--- src/rtl/seg_scan_ctrl.sv ---
// N-digit multiplexed seven-segment scan controller: hex decode, per-digit blink,
// leading-zero blanking and shadowed data that only changes at frame boundaries.

module seg_hex_dec (
  input  logic [3:0] nib,
  input  logic       blank,
  output logic [6:0] seg_n
);
  // Active-low {g,f,e,d,c,b,a}
  always_comb begin
    seg_n = 7'b1111111;
    case (nib)
      4'h0: seg_n = 7'b1000000;
      4'h1: seg_n = 7'b1111001;
      4'h2: seg_n = 7'b0100100;
      4'h3: seg_n = 7'b0110000;
      4'h4: seg_n = 7'b0011001;
      4'h5: seg_n = 7'b0010010;
      4'h6: seg_n = 7'b0000010;
      4'h7: seg_n = 7'b1111000;
      4'h8: seg_n = 7'b0000000;
      4'h9: seg_n = 7'b0010000;
      4'hA: seg_n = 7'b0001000;
      4'hB: seg_n = 7'b0000011;
      4'hC: seg_n = 7'b1000110;
      4'hD: seg_n = 7'b0100001;
      4'hE: seg_n = 7'b0000110;
      4'hF: seg_n = 7'b0001110;
      default: seg_n = 7'b1111111;
    endcase
    if (blank) seg_n = 7'b1111111;
  end
endmodule

module seg_scan_ctrl #(
  parameter int NUM_DIGITS  = 4,
  parameter int REFRESH_DIV = 100000,
  parameter int BLINK_DIV   = 25000000
) (
  input  logic                    clk,
  input  logic                    rst,
  input  logic [4*NUM_DIGITS-1:0] digits_in,
  input  logic [NUM_DIGITS-1:0]   dp_in,
  input  logic                    load,
  input  logic [NUM_DIGITS-1:0]   blink_mask,
  input  logic                    blank_lz,
  output logic [NUM_DIGITS-1:0]   anode_code,
  output logic [6:0]              seg_code,
  output logic                    dp_n,
  output logic                    load_ack,
  output logic                    frame_done
);
  localparam int SLOT_W = (NUM_DIGITS  > 1) ? $clog2(NUM_DIGITS)  : 1;
  localparam int RCNT_W = (REFRESH_DIV > 1) ? $clog2(REFRESH_DIV) : 1;
  localparam int BCNT_W = (BLINK_DIV   > 1) ? $clog2(BLINK_DIV)   : 1;
  localparam logic [SLOT_W-1:0]     SLOT_LAST  = SLOT_W'(NUM_DIGITS - 1);
  localparam logic [RCNT_W-1:0]     REF_LAST   = RCNT_W'(REFRESH_DIV - 1);
  localparam logic [BCNT_W-1:0]     BLINK_LAST = BCNT_W'(BLINK_DIV - 1);
  localparam logic [NUM_DIGITS-1:0] ANODE_RST  = ~NUM_DIGITS'(1);

  typedef struct packed {
    logic [NUM_DIGITS-1:0][3:0] dig;
    logic [NUM_DIGITS-1:0]      dp;
  } disp_t;

  disp_t                 in_w;
  logic [RCNT_W-1:0]     refresh_cnt_q, refresh_cnt_d;
  logic [SLOT_W-1:0]     slot_q, slot_d;
  logic [BCNT_W-1:0]     blink_cnt_q, blink_cnt_d;
  logic                  blink_phase_q, blink_phase_d;
  disp_t                 shadow_q, shadow_d;
  disp_t                 active_q, active_d;
  logic                  pend_q, pend_d;
  logic [NUM_DIGITS-1:0] anode_q, anode_d;
  logic [6:0]            seg_q, seg_d;
  logic                  dp_n_q, dp_n_d;
  logic                  load_ack_q, load_ack_d;
  logic                  frame_done_q, frame_done_d;

  logic                        ref_tc, blink_tc, frame_end, blink_off;
  logic [NUM_DIGITS-1:0][6:0]  lane_seg;

  assign in_w = {digits_in, dp_in};

  always_ff @(posedge clk or posedge rst) begin
    if (rst) begin
      refresh_cnt_q <= '0;
      slot_q        <= '0;
      blink_cnt_q   <= '0;
      blink_phase_q <= 1'b0;
      shadow_q      <= '0;
      active_q      <= '0;
      pend_q        <= 1'b0;
      anode_q       <= ANODE_RST;
      seg_q         <= 7'b1111111;
      dp_n_q        <= 1'b1;
      load_ack_q    <= 1'b0;
      frame_done_q  <= 1'b0;
    end else begin
      refresh_cnt_q <= refresh_cnt_d;
      slot_q        <= slot_d;
      blink_cnt_q   <= blink_cnt_d;
      blink_phase_q <= blink_phase_d;
      shadow_q      <= shadow_d;
      active_q      <= active_d;
      pend_q        <= pend_d;
      anode_q       <= anode_d;
      seg_q         <= seg_d;
      dp_n_q        <= dp_n_d;
      load_ack_q    <= load_ack_d;
      frame_done_q  <= frame_done_d;
    end
  end

  // Refresh and blink dividers
  always_comb begin
    ref_tc        = (refresh_cnt_q == REF_LAST);
    frame_end     = ref_tc && (slot_q == SLOT_LAST);
    refresh_cnt_d = ref_tc ? '0 : refresh_cnt_q + 1'b1;
    slot_d        = slot_q;
    if (ref_tc) slot_d = (slot_q == SLOT_LAST) ? '0 : slot_q + 1'b1;
    blink_tc      = (blink_cnt_q == BLINK_LAST);
    blink_cnt_d   = blink_tc ? '0 : blink_cnt_q + 1'b1;
    blink_phase_d = blink_phase_q ^ blink_tc;
  end

  // A load landing on the boundary cycle goes straight to active; otherwise it waits in shadow.
  always_comb begin
    shadow_d     = load ? in_w : shadow_q;
    active_d     = active_q;
    pend_d       = pend_q;
    load_ack_d   = 1'b0;
    frame_done_d = frame_end;
    if (frame_end) begin
      pend_d = 1'b0;
      if (load) begin
        active_d   = in_w;
        load_ack_d = 1'b1;
      end else if (pend_q) begin
        active_d   = shadow_q;
        load_ack_d = 1'b1;
      end
    end else if (load) begin
      pend_d = 1'b1;
    end
  end

  for (genvar k = 0; k < NUM_DIGITS; k++) begin : g_lane
    logic lz_blank;
    assign lz_blank = blank_lz && (k != 0) && (active_d.dig[NUM_DIGITS-1:k] == '0);
    seg_hex_dec u_dec (
      .nib   (active_d.dig[k]),
      .blank (lz_blank),
      .seg_n (lane_seg[k])
    );
  end

  // Everything is registered from next-state values so anode, segments and dp switch together.
  always_comb begin
    blink_off = blink_phase_d && blink_mask[slot_d];
    anode_d   = ~(NUM_DIGITS'(1) << slot_d);
    seg_d     = blink_off ? 7'b1111111 : lane_seg[slot_d];
    dp_n_d    = blink_off || !active_d.dp[slot_d];
  end

  assign anode_code = anode_q;
  assign seg_code   = seg_q;
  assign dp_n       = dp_n_q;
  assign load_ack   = load_ack_q;
  assign frame_done = frame_done_q;
endmodule

--- config.mk ---
export PLATFORM = sky130hd
export DESIGN_NAME = seg_scan_ctrl
export DESIGN_NICKNAME = d
export VERILOG_FILES = /design/src/rtl/seg_scan_ctrl.sv
export SDC_FILE = /design/constraint.sdc
export NUM_CORES = 1
export LEC_CHECK = 0
export ABC_AREA = 1
export BUFFER_PORTS_ARGS = -buffer_cell sky130_fd_sc_hd__clkbuf_2
export CORE_MARGIN = 2
export CORE_UTILIZATION = 55
export CTS_BUF_LIST = sky130_fd_sc_hd__clkbuf_16
export DETAILED_ROUTE_END_ITERATION = 8
export PLACE_DENSITY = 0.76
export SETUP_SLACK_MARGIN = 0.5
export SYNTH_ARGS = -nofsm -noshare
export SYNTH_HDL_FRONTEND = slang
export SYNTH_SLANG_ARGS = --single-unit
--- constraint.sdc ---
create_clock -name clk -period 2.5 [get_ports clk]
set_input_delay 0.125 -clock clk [delete_from_list [all_inputs] [get_ports clk]]
set_output_delay 0.125 -clock clk [all_outputs]
set_load 0.05 [all_outputs]
==> results.yml <==
outcome:
  status: "finished clean"
drt:
  drtPass1Iterations: 5
  vias_per_cell: 5.245
  routed_wl_um: 15630
  via_count: 5817
  drt_iter0_drc: 646
  ant_nets: 0
  drc: 0
  wire_per_inst_um: 14.09
worst_setup_path:
  rr_worst_depth: 17
  cp-start-kind: "flip-flop"
  rrSetupSlack_ns: 0.10
  critPathKind: "reg2reg"
  critPathCaptureType: "flip-flop"
  cp_max_fo: 6
  cp.arrival_ns: 2.70
  critPathRequiredTime_ns: 2.80
synthesis:
  syn_nets: 912
  ys.flop_type: "dfrtp_1"
  async_reset_ff_share_pct: 100.0
  ys_ff_latch: 100
  syn_area_um2: 6186
  ys_seq_area_share_pct: 40.68
  ys_types: 42
  syn_area_per_cell_um2: 7.227
  yosys_warnings: 0
  synth_edf_count: 0
  syn_inst: 856
hold_path:
  hold_depth: 3
  holdCritPathClass: "in2reg"
sta:
  worst_pin_slew_ns: 0.5351
  setup_slack_ns: 0.1038
  finalSetupTns_ns: 0
  period_share_pct: 95.85
  rsz0062_at_grt: "yes"
  finalClockSkew_ns: 0.009476
  setup-violations-final: 0
  hold_viol: 0
  relSlewSlack_pct: 64.32
  period_needed_ns: 2.396
  clock.fmax_mhz: 417.3
  slew_viol_final: 0
finish:
  fin_cells: 1109
  antenna_cells: 0
  area_growth_syn_to_layout_pct: 25.20
  final_nets: 1020
  drive_gt1_share_pct: 27.35
  n_fill_cell: 892
  post-route-util_pct: 71.13
global_routing:
  antenna_found_initial: 0
  grt_use_total_pct: 27.09
  grt_pass1_wl_um: 25400
  grt_start_max_net_pins: 101
  overflow: 0
  grt_pass1_vias: 5450
cts:
  clk_pin_slew_ns: 0.07
  clock_path_buffers: 2
  cts.sinks: 100
  cts_tree: "built"
  cts_buffers: 9
  clk_latency_ns: 0.36
  htreeDepth: 3
  cts_root_buffer: "clkbuf_16"
power:
  peakVddDrop_v: 0.0004847
  power.leakage_nw: 4.155
  power_density_nw_per_um2: 418.1
floorplan:
  rows: 38
  num_io_pins: 42
  die-area_um2: 12110
  die_w_um: 110.1
  initial_core_util_pct: 56.81
  die_h_um: 110.1
  coreArea_um2: 10890
place:
  hpwl_um: 10710
  placed_cells: 1063
  dp_worst_setup_slack_ns: -0.03600
  port_buffers: 41
  routabilityCongestion: 0.9552
run:
  cap_violations: 0
-- cells in the final DEF, fill, tap and decap left out, types with 24 or more instances in the layout --
master    count
a21oi_1      24
buf_4        58
clkbuf_2     41
dfrtp_1      89
inv_1        80
nand2_1     285
nand2_2      31
nand3_1      46
nor2_1       58
o21ai_0      34
-- critical path: stages, from the launching register on --
cell and delay [ns]:
dfrtp_1 0.39, ha_4 0.16, nand2_4 0.06, nor2_8 0.10, nand3_4 0.09, nor2_8 0.15, nand3_4 0.18, inv_4 0.12
nand2_1 0.07, nand2_2 0.09, buf_4 0.13, ha_2 0.21, nand3_2 0.11, nand3_1 0.10, nand2_1 0.06, nor2_1 0.15
nor2_1 0.08, nand3_1 0.08
-- registers in the layout, indices dropped and copies added, names as in the netlist --
name,cells
frame_done,1
dp_n,1
load_ack,1
seg_code,7
refresh_cnt_q,17
blink_cnt_q,25
pend_q,1
shadow_q,20
active_q,20
anode_code,4
slot_q,2
blink_phase_q,1
-- stage by stage --
step           power (mW)  cell area (µm²)  hold WS, ns
6_report            3.238             7745     0.009612
5_1_grt             3.354             7745      0.01948
4_1_cts             3.269             7433     0.001913
3_5_place_dp        1.859             6872       0.3148
3_3_place_gp        1.854             6872       0.3106
2_1_floorplan       1.795             6255       0.2500
-- layout make-up --
type	count	area [µm²]	area share, %
multi-input combinational	637	3586	46.30
sequential	100	2516	32.49
timing repair buffer	109	755.7	9.758
inverter	107	419.2	5.412
clock buffer	9	225.2	2.908
tap	140	175.2	2.262
clock inverter	7	67.56	0.8724
-- where the power goes --
part	internal (mW)	leakage [nW]	total [mW]	switching, mW
Combinational	0.0629	2.79	0.169	0.106
Sequential	1.65	1.22	1.67	0.0154
Clock	0.772	0.143	1.40	0.631
Total	2.49	4.16	3.24	0.753
-- logic make-up after synthesis --
family	count (synthesis)	synth area share, %
buffers and inverters	120	7.565
and+or+nand+nor	518	37.64
xor gates and xnor gates	12	1.699
AOI/OAI and AO/OA	78	6.755
adders and majority gates	28	5.663
DFF	100	40.68
-- what timing repair did --
| item | in CTS | in global routing |
|---|---|---|
| cloned | 1 | 0 |
| pin swaps | 23 | 23 |
| endpoints found under the hold margin | 93 | 0 |
| buffers inserted | 14 | 10 |
| endpoints found under the setup margin | 18 | 35 |
| resized for setup | 32 | 71 |
| hold buffers | 5 | 0 |
-- synthesized netlist by cell type, types with 2 or more instances --
cell,n,area [µm²]
nor2_2,4,25.02
nand3_2,3,30.03
nand3b_1,3,22.52
inv_2,13,48.80
nor2_1,75,281.5
nand3_4,2,35.03
dfstp_2,11,289.0
nand2_4,6,67.56
xnor2_1,2,17.52
nor2_8,2,40.04
nand4_1,16,100.1
clkbuf_1,7,26.28
a21oi_1,28,140.1
o21bai_1,2,15.01
ha_1,28,350.3
nand2_2,10,62.56
dfrtp_1,89,2227
nor3_1,13,65.06
inv_1,93,349.1
nand2_1,314,1179
a21boi_0,3,22.52
o21ai_1,4,20.02
buf_2,4,20.02
xor2_1,10,87.58
o21ai_0,36,180.2
nand3_1,54,270.3
nor4_1,6,37.54
o21a_1,2,15.01
nor2_4,3,33.78
-- path summary, 6_finish.rpt --
kind / start / end
worst max-delay path: refresh_cnt_q[1] / seg_code[0]
worst min-delay path: digits_in[15] / shadow_q[19]
worst max register to register: refresh_cnt_q[1] / seg_code[0]
worst min register to register: active_q[2] / active_q[2]
max in group asynchronous: rst / seg_code[4]
min in group asynchronous: rst / frame_done
-- per-layer routing --
metal	part of all wire (%)	up-vias	GRT usage [%]
li1	-	2925	-
met1	45	2736	37.54
met2	49	139	43.38
met3	4.9	17	6.173
met4	1.1	0	6.239
met5	0	-	0
(Power assumes the default switching activity.)
